<file path="src/rtl/ibex_pkg.sv">
// Shared types and helpers for the load/store data port.
package ibex_pkg;

  typedef enum logic [1:0] {
    LSU_WORD = 2'b00,
    LSU_HALF = 2'b01,
    LSU_BYTE = 2'b10
  } lsu_type_e;

  typedef enum logic [1:0] {
    LSU_IDLE        = 2'b00,
    LSU_WAIT_GNT    = 2'b01,
    LSU_WAIT_RVALID = 2'b10,
    LSU_ERR_RESP    = 2'b11
  } lsu_fsm_e;

  // An access needs two bus words when its bytes cross a word boundary.
  function automatic logic needs_split(lsu_type_e t, logic [1:0] off);
    case (t)
      LSU_WORD: return off != 2'd0;
      LSU_HALF: return off == 2'd3;
      default:  return 1'b0;
    endcase
  endfunction

  function automatic logic [3:0] size_mask(lsu_type_e t);
    case (t)
      LSU_HALF: return 4'b0011;
      LSU_BYTE: return 4'b0001;
      default:  return 4'b1111;
    endcase
  endfunction

  function automatic logic [31:0] rotl_bytes(logic [31:0] d, logic [1:0] off);
    case (off)
      2'd1:    return {d[23:0], d[31:24]};
      2'd2:    return {d[15:0], d[31:16]};
      2'd3:    return {d[7:0],  d[31:8]};
      default: return d;
    endcase
  endfunction

endpackage

</file>
<file path="src/rtl/ibex_lsu_rdata_align.sv">
// Extracts and extends load data from the current bus word, merged with the
// held upper bytes of part 1 when the access was split.
module ibex_lsu_rdata_align
  import ibex_pkg::*;
(
  input  logic [31:0] rdata_i,
  input  logic [23:0] hold_i,
  input  logic        split_i,
  input  logic [1:0]  off_i,
  input  lsu_type_e   type_i,
  input  logic        sign_i,
  output logic [31:0] data_o
);

  logic [55:0] merged;
  logic [1:0]  shift;
  logic [31:0] win;

  always_comb begin
    merged = split_i ? {rdata_i, hold_i} : {24'd0, rdata_i};
    // hold_i starts at part-1 byte 1, so a split access is one byte lower.
    shift  = split_i ? off_i - 2'd1 : off_i;
    win    = merged[{1'b0, shift, 3'b000} +: 32];
    case (type_i)
      LSU_HALF: data_o = {{16{sign_i & win[15]}}, win[15:0]};
      LSU_BYTE: data_o = {{24{sign_i & win[7]}}, win[7:0]};
      default:  data_o = win;
    endcase
  end

endmodule

</file>
<file path="src/rtl/ibex_lsu_data_port.sv">
// Load/store data port: one request at a time, misaligned accesses split into
// two word-aligned bus transactions.
//   state           | meaning
//   LSU_IDLE        | no request in flight; bus request follows lsu_req_i
//   LSU_WAIT_GNT    | bus request held until grant (part 1 or part 2)
//   LSU_WAIT_RVALID | waiting for the bus response of the granted part
//   LSU_ERR_RESP    | rejected misaligned access, error response this cycle
module ibex_lsu_data_port
  import ibex_pkg::*;
#(
  parameter bit MisalignedEn = 1'b1
) (
  input  logic        clk_i,
  input  logic        rst_ni,

  input  logic        lsu_req_i,
  input  logic        lsu_we_i,
  input  logic [1:0]  lsu_type_i,
  input  logic        lsu_sign_ext_i,
  input  logic [31:0] lsu_addr_i,
  input  logic [31:0] lsu_wdata_i,
  output logic        lsu_req_done_o,
  output logic        lsu_busy_o,

  output logic        data_req_o,
  input  logic        data_gnt_i,
  output logic [31:0] data_addr_o,
  output logic        data_we_o,
  output logic [3:0]  data_be_o,
  output logic [31:0] data_wdata_o,
  input  logic        data_rvalid_i,
  input  logic        data_err_i,
  input  logic [31:0] data_rdata_i,

  output logic [31:0] rf_wdata_lsu_o,
  output logic        rf_we_lsu_o,
  output logic        lsu_resp_valid_o,
  output logic        lsu_resp_err_o
);

  lsu_fsm_e    state_q;
  logic [1:0]  off_q;
  lsu_type_e   type_q;
  logic        sign_q;
  logic        we_q;
  logic [29:0] waddr_q;
  logic [31:0] wdata_q;
  logic        split_q;
  logic        part2_q;
  logic [23:0] hold_q;

  logic        idle;
  logic [1:0]  cur_off;
  lsu_type_e   cur_type;
  logic [29:0] cur_waddr;
  logic [31:0] cur_wdata;
  logic        cur_we;
  logic        cur_part2;
  logic        cur_split;
  logic        reject;
  logic        part1_of_split;
  logic [7:0]  be_wide;
  logic [31:0] rdata_aligned;

  logic        req;
  logic        done;
  logic        resp_valid;
  logic        resp_err;

  // In IDLE the bus sees the incoming request directly so a zero-wait grant
  // can land in the acceptance cycle.
  assign idle      = state_q == LSU_IDLE;
  assign cur_off   = idle ? lsu_addr_i[1:0]        : off_q;
  assign cur_type  = idle ? lsu_type_e'(lsu_type_i) : type_q;
  assign cur_waddr = idle ? lsu_addr_i[31:2]       : waddr_q;
  assign cur_wdata = idle ? lsu_wdata_i            : wdata_q;
  assign cur_we    = idle ? lsu_we_i               : we_q;
  assign cur_part2 = idle ? 1'b0                   : part2_q;
  assign cur_split = needs_split(cur_type, cur_off);

  assign reject         = idle & lsu_req_i & cur_split & ~MisalignedEn;
  assign part1_of_split = split_q & ~part2_q;
  assign be_wide        = {4'b0000, size_mask(cur_type)} << cur_off;

  always_comb begin
    req        = 1'b0;
    done       = 1'b0;
    resp_valid = 1'b0;
    resp_err   = 1'b0;
    case (state_q)
      LSU_IDLE: begin
        if (reject) begin
          done = 1'b1;
        end else if (lsu_req_i) begin
          req  = 1'b1;
          done = data_gnt_i & ~cur_split;
        end
      end
      LSU_WAIT_GNT: begin
        req  = 1'b1;
        done = data_gnt_i & ~part1_of_split;
      end
      LSU_WAIT_RVALID: begin
        if (data_rvalid_i && !(part1_of_split && !data_err_i)) begin
          resp_valid = 1'b1;
          resp_err   = data_err_i;
          done       = data_err_i & part1_of_split;
        end
      end
      LSU_ERR_RESP: begin
        resp_valid = 1'b1;
        resp_err   = 1'b1;
      end
      default: ;
    endcase
  end

  always_ff @(posedge clk_i or negedge rst_ni) begin
    if (!rst_ni) begin
      state_q <= LSU_IDLE;
      off_q   <= 2'd0;
      type_q  <= LSU_WORD;
      sign_q  <= 1'b0;
      we_q    <= 1'b0;
      waddr_q <= 30'd0;
      wdata_q <= 32'd0;
      split_q <= 1'b0;
      part2_q <= 1'b0;
      hold_q  <= 24'd0;
    end else begin
      case (state_q)
        LSU_IDLE: begin
          if (lsu_req_i) begin
            off_q   <= lsu_addr_i[1:0];
            type_q  <= lsu_type_e'(lsu_type_i);
            sign_q  <= lsu_sign_ext_i;
            we_q    <= lsu_we_i;
            waddr_q <= lsu_addr_i[31:2];
            wdata_q <= lsu_wdata_i;
            split_q <= cur_split;
            part2_q <= 1'b0;
            if (reject) begin
              state_q <= LSU_ERR_RESP;
            end else if (data_gnt_i) begin
              state_q <= LSU_WAIT_RVALID;
            end else begin
              state_q <= LSU_WAIT_GNT;
            end
          end
        end
        LSU_WAIT_GNT: begin
          if (data_gnt_i) begin
            state_q <= LSU_WAIT_RVALID;
          end
        end
        LSU_WAIT_RVALID: begin
          if (data_rvalid_i) begin
            if (part1_of_split && !data_err_i) begin
              hold_q  <= data_rdata_i[31:8];
              part2_q <= 1'b1;
              state_q <= LSU_WAIT_GNT;
            end else begin
              state_q <= LSU_IDLE;
            end
          end
        end
        LSU_ERR_RESP: state_q <= LSU_IDLE;
        default:      state_q <= LSU_IDLE;
      endcase
    end
  end

  ibex_lsu_rdata_align u_rdata_align (
    .rdata_i (data_rdata_i),
    .hold_i  (hold_q),
    .split_i (split_q),
    .off_i   (off_q),
    .type_i  (type_q),
    .sign_i  (sign_q),
    .data_o  (rdata_aligned)
  );

  // Bus payload is forced to zero whenever no request is presented.
  assign data_req_o   = req;
  assign data_addr_o  = req ? {cur_waddr + {29'd0, cur_part2}, 2'b00} : 32'd0;
  assign data_be_o    = req ? (cur_part2 ? be_wide[7:4] : be_wide[3:0]) : 4'd0;
  assign data_wdata_o = req ? rotl_bytes(cur_wdata, cur_off) : 32'd0;
  assign data_we_o    = req & cur_we;

  assign lsu_req_done_o   = done;
  assign lsu_busy_o       = ~idle;
  assign lsu_resp_valid_o = resp_valid;
  assign lsu_resp_err_o   = resp_err;
  assign rf_we_lsu_o      = resp_valid & ~we_q & ~resp_err;
  assign rf_wdata_lsu_o   = rf_we_lsu_o ? rdata_aligned : 32'd0;

endmodule
</file>
<file path="config.mk">
export PLATFORM = sky130hd
export DESIGN_NAME = ibex_lsu_data_port
export DESIGN_NICKNAME = d
export VERILOG_FILES = /design/src/rtl/ibex_pkg.sv /design/src/rtl/ibex_lsu_rdata_align.sv /design/src/rtl/ibex_lsu_data_port.sv
export SDC_FILE = /design/constraint.sdc
export NUM_CORES = 1
export LEC_CHECK = 0
export CAP_MARGIN = 20
export CORE_AREA = 3 3 133 135
export CTS_CLUSTER_DIAMETER = 150
export CTS_CLUSTER_SIZE = 12
export DETAILED_ROUTE_END_ITERATION = 8
export DIE_AREA = 0 0 136 138
export HOLD_SLACK_MARGIN = 0.1
export MAX_ROUTING_LAYER = met4
export PLACE_DENSITY = 0.87
export SYNTH_ARGS = -nofsm -noshare
export SYNTH_HDL_FRONTEND = slang
export SYNTH_HIERARCHICAL = 1
export SYNTH_SLANG_ARGS = --single-unit
</file>
<file path="constraint.sdc">
create_clock -name clk_i -period 5.45 [get_ports clk_i]
set_input_delay 0.8175 -clock clk_i [delete_from_list [all_inputs] [get_ports clk_i]]
set_output_delay 0.8175 -clock clk_i [all_outputs]
set_load 0.01 [all_outputs]
</file>
* After elaboration in Yosys (flattened, before gate mapping)
Cells that the tools add are included.
Widths: inputs -> output; s select.
** Word-level totals
- Output and inout bits :: 107
- Register bits after elaboration :: 96
- Input port bits :: 106
- Word-level logic and storage cells :: 91
** Operators by class
- Eq/ne operators :: 14
- Reductions and logical operators :: 12
- Bitwise logic cells :: 15
- Shift-type cells :: 2
- Mux-type cells :: 36
- $add $sub $neg :: 2
** Operator list (number)
- $mux 32 :: 4
- $pmux 32 s3 :: 1
- $pmux 32 s2 :: 1
- $mux 56 :: 1
- $shiftx 56x6->32 :: 1
- $add 30x1->30 :: 1
- $mux 30 :: 1
- $mux 2 :: 7
- $eq 2x2->1 const B :: 6
- $mux 1 :: 11
- $pmux 1 s2 :: 5
- $and 1x1->1 :: 9
- $eq 2x1->1 const B :: 4
- $mux 4 :: 2
- $ne 2x2->1 const B :: 4
- $pmux 2 s4 :: 1
- $pmux 4 s2 :: 1
- $shl 4x2->8 :: 1
- $not 1->1 :: 6
- $reduce_and 3->1 :: 2
- $logic_not 2->1 :: 2
- $reduce_and 4->1 :: 1
- $reduce_bool 2->1 :: 2
- $pmux 1 s3 :: 1
- other kinds (4) :: 6

* Longest topological paths before layout
Gate-level depths: netlist of run 1.
- Word-level depth :: 10
- Depth in mapped cells :: 16
- Gate-level depth less buffers :: 10

* Cells and area by module
Netlist of run 1, hierarchy kept.
** By module, submodules not included
- ibex_lsu_data_port :: times used 1, sequential area each 2402.3 µm², area each 7195.7 µm², cells each 930
- ibex_lsu_rdata_align :: times used 1, sequential area each 0.0 µm², area each 1863.0 µm², cells each 190

* Worst setup path before layout of run 1
No wires, ideal clock.
- Kind :: register to output
- Start point :: register state_q[0]
- End point :: output port data_addr_o[28]
- Data required time :: 4.633 ns
- Setup slack :: 1.713 ns
- Path buffers :: 6
- Data arrival time :: 2.919 ns
- Stages on the path, launching flop included :: 16
- Path through :: dfrtp_1 buf_6 buf_8 nor2_2 clkbuf_1 clkbuf_1 nand2_1 nand2_1 ha_1 ha_1 o21a_1 buf_4 nand3_1 buf_2 o31a_1 nor3_1
** Between the ends
- Cells in the longest elaborated chain, start to end :: 4
- Elaborated cells on any way between the ends :: 7
- Those cells by class :: 1 x add/sub; 1 x eq/ne; 4 x mux; 1 x reduce/logical
** Ends and longest elaborated chain
- from (decl) :: line ibex_lsu_data_port.sv:41 : lsu_fsm_e state_q;
- from (signal assigned) :: line ibex_lsu_data_port.sv:120 : state_q <= LSU_IDLE;
- from (signal assigned) :: line ibex_lsu_data_port.sv:143 : state_q <= LSU_ERR_RESP;
- from (signal assigned) :: line ibex_lsu_data_port.sv:145 : state_q <= LSU_WAIT_RVALID;
- $logic_not 2->1 :: line ibex_lsu_data_port.sv:72, ibex_lsu_data_port.sv:90
- $mux 30 or $mux 1 (tied branches) :: line ibex_lsu_data_port.sv:75, ibex_lsu_data_port.sv:78
- $add 30x1->30 :: line ibex_lsu_data_port.sv:185 : assign data_addr_o = req ? {cur_waddr + {29'd0, cur_part2}, 2'b00} : 32'd0;
- $mux 32 (*) :: line ibex_lsu_data_port.sv:185
- to (decl) :: line ibex_lsu_data_port.sv:27 : output logic [31:0] data_addr_o,
Mark *: on every way between the ends. The rest lies on a longest branch, timed or not.

* Worst setup path in the final report of run 1
- Start point :: input port lsu_addr_i[5]
- End point :: output port data_addr_o[30]
** Between the ends
- Cells in the longest elaborated chain, start to end :: 3
** Ends and longest elaborated chain
- from (decl) :: line ibex_lsu_data_port.sv:20 : input logic [31:0] lsu_addr_i,
- $mux 30 :: line ibex_lsu_data_port.sv:75 : assign cur_waddr = idle ? lsu_addr_i[31:2] : waddr_q;
- $add 30x1->30 :: line ibex_lsu_data_port.sv:185
- $mux 32 :: line ibex_lsu_data_port.sv:185
Every way passes these cells.

==> impl_metrics.yaml, run 1 <==
grt:
  grt_pass1_wl_um: 44100
  grt_max_degree: 92
  grt-ovfl-total: 0
  antenna_found_initial: 1
  grt_pass1_vias: 8675
  grt_usage_pct: 29.40
placement:
  hpwl_um: 19110
  gp_congestion: 0.9348
  port_buffers: 210
worst_setup_path:
  cp.arrival_ns: 3.99
  cp_num_buf_inv: 2
  crit_chain: "clkdlybuf4s50_1 -> nand4bb_1 -> a222oi_1 -> nand3_1 -> o311a_1 -> nor3_1 -> clkdlybuf4s50_1"
  start_kind: "input pin"
  max_stage_delay_ns: 0.87
  endpoint_kind: "output port"
  cpMostUsedCell: "clkdlybuf4s50_1"
  critPathSlowestCell: "a222oi_1"
  crit_type: "in -> out"
  critPathTopFamily: "compound AO/OA/AOI/OAI gates"
  cp_max_fo: 11
  required_ns: 4.63
clock_network:
  cts-resized-gates: 0
  clk_pin_slew_ns: 0.06
  clockBufferDepth: 2
  clock_latency_ns: 0.36
  htree_num_levels: 3
  clockRootBuffer: "clkbuf_16"
  clock_sinks: 96
  cts_setup_buffers: 0
  hold_buffers: 0
  numCtsBuffers: 9
  cts_tree: "built"
logic_synthesis:
  synth-main-ff-cell: "dfrtp_1"
  synth-edff-count: 0
  synthTopCellsByArea: "dfrtp_1, nand2_1, mux2i_1, mux4_2, mux2_2"
  async_flop_share_pct: 100.0
  yosys_warnings: 6
  synth-seq-cells: 96
  synth_top_cell_area_share_pct: 26.52
  synth_area_sq_um: 9059
  yosys.area.top_type: "dfrtp_1"
  synthCells: 1120
  synth.avg_cell_area_sq_um: 8.088
  ys_types: 77
  ys_seq_area_share_pct: 26.52
layout:
  drive_above_1_share_pct: 10.40
  synthToLayoutAreaGrowth_pct: 25.39
  final_nets: 1377
floorplanning:
  core_sq_um: 16580
  row_count: 47
  dieArea_sq_um: 18770
  start_util_pct: 54.63
  ioPinCount: 213
  fp.dieH_um: 138
  dieWidth_um: 136
drt:
  wl_per_cell_um: 18.20
  dr.first_iter.drc_count: 904
  wl_um: 27110
  drcViolationCount: 0
  first_pass_iters: 6
  drt-vias-per-instance: 6.029
  ant_nets: 0
  num_vias: 8983
timing:
  setup_viol: 0
  fin_worst_hold_slack_ns: 0.4743
  hold_viol: 0
  max_freq_mhz: 208.1
  relSlewSlack_pct: 26.40
  rsz0062_at_grt: "false"
  drv_slew: 0
  finalCritPeriodShare_pct: 88.17
  finClkSkew_ns: 0.01159
  tightestPinTransition_ns: 1.099
  period_minus_slack_ns: 4.805
  fin_tns_setup_ns: 0
worst_hold_path:
  worst_hold_path_type: "reg -> reg"
power:
  p_per_area_nw_per_um2: 357.8
  leakagePower_uw: 0.004737
  p_total_uw: 4064
  ir_drop_uv: 191.0
outcome:
  status: "complete, no violations"
run:
  drv_cap: 0
through the flow:
step | setup slack (ns) | utilization (%) | cells | area (sq um)
6_report | 0.6448 | 68.49 | 1490 | 11360
5_1_grt | 0.4361 | 68.49 | 1490 | 11360
4_1_cts | 0.7539 | 68.31 | 1488 | 11330
3_5_place_dp | 0.7610 | 66.66 | 1472 | 11050
3_3_place_gp | 0.7911 | 66.66 | 1472 | 11050
2_1_floorplan | 1.713 | - | 1121 | 9062
kinds of logic (layout without fill, tap and decap cells):
group	after synthesis	in the layout	share of synthesized area, %
XOR/XNOR	14	14	1.561
AO/OA/AOI/OAI	239	239	17.97
adder cells (fa/ha/maj)	7	7	0.9668
multiplexers	124	124	17.53
flip-flops	96	96	26.52
AND/OR/NAND/NOR	532	532	28.95
buffers and inverters	107	255	6.464
other	1	3	0.04140
final timing paths:
| check | startpoint | end | slack [ns] | cells past startpoint |
|---|---|---|---|---|
| worst max-delay path | lsu_addr_i[5] | data_addr_o[30] | 0.64 | 7 |
| worst min-delay path | waddr_q[28] | waddr_q[28] | 0.47 | 2 |
| worst max register to register | state_q[1] | split_q | 2.76 | 7 |
| worst min register to register | waddr_q[28] | waddr_q[28] | 0.47 | 2 |
| max in group asynchronous | rst_ni | off_q[0] | 3.83 | 2 |
| min in group asynchronous | rst_ni | waddr_q[18] | 0.52 | 1 |
worst reg2reg max path, cell delays in order (launching register included):
cell and delay [ns]:
dfrtp_1 0.40, nor2_4 0.37, inv_2 0.21, buf_4 0.31, mux2_2 0.74, o21ai_0 0.19
a21o_1 0.24, o21ai_0 0.15
cell type report:
| class | instances | area (sq um) |
|---|---|---|
| diodes | 1 | 2.502 |
| flip-flops and latches | 96 | 2405 |
| clock inverters | 6 | 45.04 |
| multi-input cells | 918 | 6111 |
| clock buffers | 10 | 229.0 |
| well taps | 220 | 275.3 |
| inverters | 11 | 41.29 |
| fillers | 1383 | 5225 |
| repair buffers | 228 | 2250 |
layout by cell type (no fill, tap or decap), types with 7 or more instances in the layout:
cell	count
nand2_1	312
clkdlybuf4s50_1	208
dfrtp_1	94
a21oi_1	74
mux2i_1	62
nor2b_1	52
and2_1	38
mux2_2	35
a211oi_1	34
o21ai_0	30
mux4_2	23
o211ai_1	20
nor2_1	20
buf_4	18
nand2b_1	16
nor3_1	15
nand3_1	15
o2111ai_1	15
nor3b_1	11
o211ai_2	11
xnor2_1	9
o22ai_1	9
inv_1	9
nand4bb_1	9
clkbuf_16	9
nand4_1	8
o2bb2ai_1	8
ha_1	7
power by group:
| group | internal (uW) | switching [uW] | total [uW] |
|---|---|---|---|
| sequential | 911 | 190 | 1100 |
| combinational | 1080 | 1280 | 2360 |
| clock | 312 | 292 | 604 |
| total | 2300 | 1760 | 4060 |
Yosys cell counts, types with 4 or more instances:
cell type  number
a21oi_1        74
mux2i_1        63
xor2_1          4
o211ai_1       20
mux4_2         23
nand2b_1       16
nand4bb_1       9
buf_6          11
nor4_1          4
nor3b_1        11
buf_2          10
a211oi_1       34
o2111ai_1      15
inv_1           9
nand4_1         8
nand3_1        15
buf_4           9
a31oi_1         6
clkbuf_1       55
and3_1          6
and2_1         39
o2bb2ai_1       8
nand2_1       313
o21ai_0        30
mux2_2         35
dfrtp_1        96
nor2_1         20
o211ai_2       11
o22ai_1         9
nor2b_1        52
ha_1            7
nor3_1         15
buf_1           7
xnor2_1         9
state kept, by name, summed over array words and instances, names as in the netlist:
register,count
split_q,1
hold_q,24
wdata_q,32
we_q,1
type_q,2
state_q,2
sign_q,1
part2_q,1
waddr_q,30
off_q,2
routing by layer:
metal | vias up | routed length, um | global-route usage, %
met4 | 0 | 879 | 11.51
met2 | 429 | 12540 | 44.69
met3 | 60 | 2205 | 4.651
li1 | 4259 | - | -
met1 | 4235 | 11480 | 39.49
met5 | - | 0 | -
(Power assumes the default switching activity.)
==> inputs of run 2 (changes only) <==
CTS_CLUSTER_SIZE = 16   (was 12)
TNS_END_PERCENT = 5   (was default)
==> results of run 2 <==
Final layout, timing and power as in run 1 (identical DEF).
==> RTL change 1: new RTL, flow settings as in run 2 <==
Make the reset (`rst_ni`) synchronous in one clocked block.
--- a/src/rtl/ibex_lsu_data_port.sv
+++ b/src/rtl/ibex_lsu_data_port.sv
@@ -116,5 +116,5 @@
   end
 
-  always_ff @(posedge clk_i or negedge rst_ni) begin
+  always_ff @(posedge clk_i) begin
     if (!rst_ni) begin
       state_q <= LSU_IDLE;
Formal check against the unedited RTL: differs if rst_ni is asserted again (counterexample within 4 cycles, from zero or initial values and one cycle with rst_ni low); with rst_ni held inactive, the same outputs for 4 cycles.
==> RTL change 1 against run 2 <==
Via count up 2.7%. Non-clock buffer count up 2. Final area down 1.1%. Wire length down 3.7%. Worst setup slack better by 0.033 ns. Maximum frequency up 0.70%. Synthesized area down 1.7%. Highest routed layer unchanged. Clock skew down 0.0034 ns. Sequential cell count unchanged. Critical path depth up 5.
Power is not compared: it rests on default switching activity, and its combinational part moved more than twofold at a synthesized area within 25%.
==> RTL change 1: results (changes against run 2) <==
outcome complete, no violations; detailed router's first-iteration violation count 717 (-21%); number of enable-type register cells in the synthesized netlist 0 (unchanged); top cells by area in the synthesized netlist sky130_fd_sc_hd__dfxtp_1, sky130_fd_sc_hd__nand2_1, sky130_fd_sc_hd__a21boi_0; Non-Filler Instances 1537 (+3.2%); Crit path max-delay family simple AND/OR/NAND/NOR gates; clock skew 0.00818 ns (-0.00341 ns); Final Net Count 1422 (+3.3%); maximum number of pins on one net before global-route repair 92 (unchanged); Post-CTS Setup Repair Bufs 0 (unchanged); root buffer cell sky130_fd_sc_hd__clkbuf_16; largest incremental delay on the critical path 0.60 ns (-0.27 ns); library cells used by synthesis 77 (unchanged); Overall Global Routing Usage 27.6% (-1.8 points); pin slew with the least headroom to its limit 1.04 ns (-0.0618 ns); count of endpoints failing hold in the final timing report 0 (unchanged); Slowest-stage cell, CP sky130_fd_sc_hd__or4_1; Bufs on Longest Clock Path 2 (unchanged); effective utilization at floorplan 53.7% (-0.95 points); registers with the most flip-flops wdata_q (32), waddr_q (30), hold_q (24); first-pass detailed-route iteration total 5 (-1); fillers 1427 (+3.2%); H-tree depth 3 (unchanged); worst hold path type reg2reg; sum of net half-perimeters after detailed placement 18.2 mm (-5.0%); share of the yosys chip area belonging to registers 21.6% (-4.9 points); worst endpoint data arrival time 3.95 ns (-0.04 ns); static power due to leakage 4.11 nW; most frequent cells after synthesis sky130_fd_sc_hd__nand2_1, sky130_fd_sc_hd__dfxtp_1, sky130_fd_sc_hd__a21boi_0; total clock buffers created by CTS 9 (unchanged); gate count of the mapped netlist 1178 (+5.2%); detail-routed net length per standard cell 17.0 um (-6.7%); via count of the routed design 9223 (+2.7%); Yosys Warn Count 6 (unchanged); ratio of cells with drive above 1 in the final layout 8.22% (-2.2 points); final estimated routing congestion in global placement 0.913 (-2.4%); Setup Total Neg Slack 0 ns (unchanged); dominant synthesized flop cell sky130_fd_sc_hd__dfxtp_1; # DRC 0 (unchanged); worst IR drop on VDD 166 uV; maximum net fanout on the critical path 13 (+2); cts repair resizes 0 (unchanged); ys async rst share 0% (-100 points); worst-case setup slack after placement 0.758 ns (-0.00295 ns); latest clock arrival within the worst-skew pair 0.35 ns; vias in the first global route 8585 (-1.0%); first-pass GRT wire length 42.5 mm (-3.6%); initial antenna violation count 3 (+2); clock transition time at the flip-flop clock pins of the worst setup and hold paths 0.06 ns (about the same); IO buf count 210 (unchanged)
[RTL change 1: logic make-up after synthesis]
group	Yosys count	synth area share, %
and+or+nand+nor	517	28.9
AOI/OAI and AO/OA	325	25.5
buffers and inverters	120	6.75
muxes	101	15.0
DFF	96	21.6
xor gates and xnor gates	11	1.29
adders and majority gates	7	0.984
other	1	0.0421
[RTL change 1: final timing paths]
check,cells after the start,startpoint,end,slack (ns)
setup / recovery,12,state_q[0],data_addr_o[28],0.68
hold / removal,2,waddr_q[7],waddr_q[7],0.46
setup reg to reg,7,state_q[0],off_q[0],2.42
hold reg to reg,2,waddr_q[7],waddr_q[7],0.46
[RTL change 1: layer usage]
layer  part of all wire (%)  global-route usage (%)
met1                     43                    35.3
met2                     47                    43.6
met3                    8.0                    5.05
met4                    2.7                    9.71
met5                      0                       -
[RTL change 1: area by class of cell]
cell class	count	share of cell area (%)
multi-input combinational	963	57.0
clock buffer	10	2.13
antenna	3	0.0669
tap	220	2.45
inverter	9	0.301
sequential	96	17.1
clock inverter	6	0.735
timing repair buffer	230	20.2
[RTL change 1: where the power goes]
group / total (mW) / switching, mW / leakage (nW) / internal (mW)
sequential: 0.766 / 0.0295 / 0.786 / 0.737
combinational: 0.903 / 0.476 / 3.16 / 0.427
clock: 0.687 / 0.275 / 0.158 / 0.412
total: 2.36 / 0.781 / 4.11 / 1.58
[RTL change 1: through the flow]
stage / hold WS [ns] / instance area [um2] / total power [mW]
2_1_floorplan: 0.439 / 8900 / 1.35
3_3_place_gp: 0.447 / 10900 / 1.64
3_5_place_dp: 0.454 / 10900 / 1.67
4_1_cts: 0.464 / 11200 / 2.35
5_1_grt: 0.487 / 11200 / 2.48
6_report: 0.463 / 11200 / 2.36
[RTL change 1: worst register-to-register path: stages (launching register included)]
cell and delay (ns):
sky130_fd_sc_hd__dfxtp_1 0.33, sky130_fd_sc_hd__nor2_4 0.11, sky130_fd_sc_hd__buf_4 0.31, sky130_fd_sc_hd__buf_4 0.66, sky130_fd_sc_hd__and2_2 0.78, sky130_fd_sc_hd__buf_4 0.48
sky130_fd_sc_hd__nand2_1 0.11, sky130_fd_sc_hd__a21boi_0 0.17
==> RTL change 2: new RTL, flow settings as in run 2 <==
Made on the original files. Change the parameter `MisalignedEn` from 1'b1 to 1'b0.
--- a/src/rtl/ibex_lsu_data_port.sv
+++ b/src/rtl/ibex_lsu_data_port.sv
@@ -9,5 +9,5 @@
   import ibex_pkg::*;
 #(
-  parameter bit MisalignedEn = 1'b1
+  parameter bit MisalignedEn = 1'b0
 ) (
   input  logic        clk_i,
Check against the original RTL: not equivalent (Yosys sat finds a counterexample within 4 cycles, from zero or initial values and one cycle with rst_ni low).
==> RTL change 2 against run 2 <==
Clock skew shrank 0.0030 ns. Global-route usage grew 0.46 points. Synthesized area grew 0.99%. Maximum frequency shrank 2.7%. Combinational power grew 94%. Sequential cell count is the same. Critical path type is now reg2out. Largest power group unchanged. Total power grew 63%. Worst setup slack lost 0.13 ns. Final area grew 1.6%. Wire length grew 2.6%.
==> RTL change 2: results (changes against run 2) <==
top cells by area in the synthesized netlist sky130_fd_sc_hd__dfrtp_1, sky130_fd_sc_hd__nand2_1, sky130_fd_sc_hd__mux2i_1; maximum number of pins on one net before global-route repair 73 (-21%); static power due to leakage 4.79 nW (+1.2%); ratio of cells with drive above 1 in the final layout 10.2% (-0.22 points); most frequent cells after synthesis sky130_fd_sc_hd__nand2_1, sky130_fd_sc_hd__dfrtp_1, sky130_fd_sc_hd__a21oi_1; worst endpoint data arrival time 4.12 ns (+0.13 ns); sum of net half-perimeters after detailed placement 19.5 mm (+2.2%); Worst Min Path Start waddr_q[29]; Overall Global Routing Usage 29.9% (+0.46 points); worst flop-to-flop path endpoint wdata_q[14]; share of the yosys chip area belonging to registers 26.3% (-0.26 points); first-pass detailed-route iteration total 5 (-1); Slowest-stage cell, CP sky130_fd_sc_hd__clkdlybuf4s50_1; via count of the routed design 9325 (+3.8%); startpoint class of the critical path flop; internal power summed over all cells 3.46 mW (+50%); detailed router's first-iteration violation count 782 (-13%); largest incremental delay on the critical path 0.58 ns (-0.29 ns); worst-case setup slack after placement 0.792 ns (+0.0314 ns); vias in the first global route 8760 (+0.98%); worst min-delay path endpoint waddr_q[29]; worst-case register-to-register setup slack 2.87 ns (+0.11 ns); Yosys Warn Count 6 (unchanged); Final Net Count 1395 (+1.3%); first-pass GRT wire length 45.0 mm (+2.1%); initial antenna violation count 2 (+1); outcome complete, no violations; worst IR drop on VDD 440 uV (+130%); detail-routed net length per standard cell 18.4 um (+1.3%); final estimated routing congestion in global placement 0.946 (+1.2%); library cells used by synthesis 81 (+5.2%); worst hold slack 0.478 ns (+0.00417 ns); worst-case headroom to the max-slew limit 26.9% (+0.53 points)
## RTL change 2: cell families after synthesis
kind of cell    share of synthesized area (%)
compound gates                           19.3
xor+xnor                                 2.02
fa+ha+maj                               0.957
buf+inv                                  5.96
flops                                    26.3
mux                                      17.7
other cells                            0.0410
simple gates                             27.8
## RTL change 2: through the flow
step | instances | instance area (um2)
2_1_floorplan | 1133 | 9150
5_1_grt | 1509 | 11500
6_report | 1509 | 11500
3_3_place_gp | 1490 | 11200
4_1_cts | 1506 | 11500
3_5_place_dp | 1490 | 11200
## RTL change 2: worst max-delay path by stage
stage | endpoint | slack, ns | cells past startpoint
after floorplan | data_addr_o[30] | 1.33 | 14
after global placement | data_addr_o[30] | 0.90 | 11
after detailed placement | data_addr_o[30] | 0.79 | 11
after CTS | data_addr_o[30] | 0.57 | 12
after global routing | data_addr_o[30] | 0.28 | 12
final | data_addr_o[30] | 0.51 | 12
## RTL change 2: critical path, delay by kind of cell (launching register included)
| kind | cells | cell delay (ns) |
|---|---|---|
| simple gates | 5 | 1.03 |
| compound gates | 2 | 0.67 |
| fa+ha+maj | 2 | 0.51 |
| buf+inv | 3 | 1.17 |
| flops | 1 | 0.36 |
## RTL change 2: per-layer routing
metal / vias up / GRT usage, % / share of wire, %
met2: 513 / 46.0 / 47
met3: 65 / 5.60 / 9.3
li1: 4352 / - / -
met5: - / - / 0
met4: 0 / 10.6 / 2.9
met1: 4395 / 39.5 / 41
## RTL change 2: cell type report
class / count / area [um2]
fill: 1331 / 5040
sequential: 96 / 2400
clock inverter: 6 / 75.1
clock buffer: 10 / 229
timing repair buffer: 229 / 2260
tap: 220 / 275
antenna: 2 / 5.00
inverter: 16 / 62.6
multi-input combinational: 930 / 6230
## RTL change 2: power groups by stage
stage               Clock, mW  Combinational, mW  Sequential [mW]
floorplan                   0               3.13             1.28
global placement            0               4.41             1.35
detailed placement          0               4.50             1.37
CTS                     0.678               4.53             1.36
global route            0.703               4.96             1.42
finish                  0.662               4.58             1.37
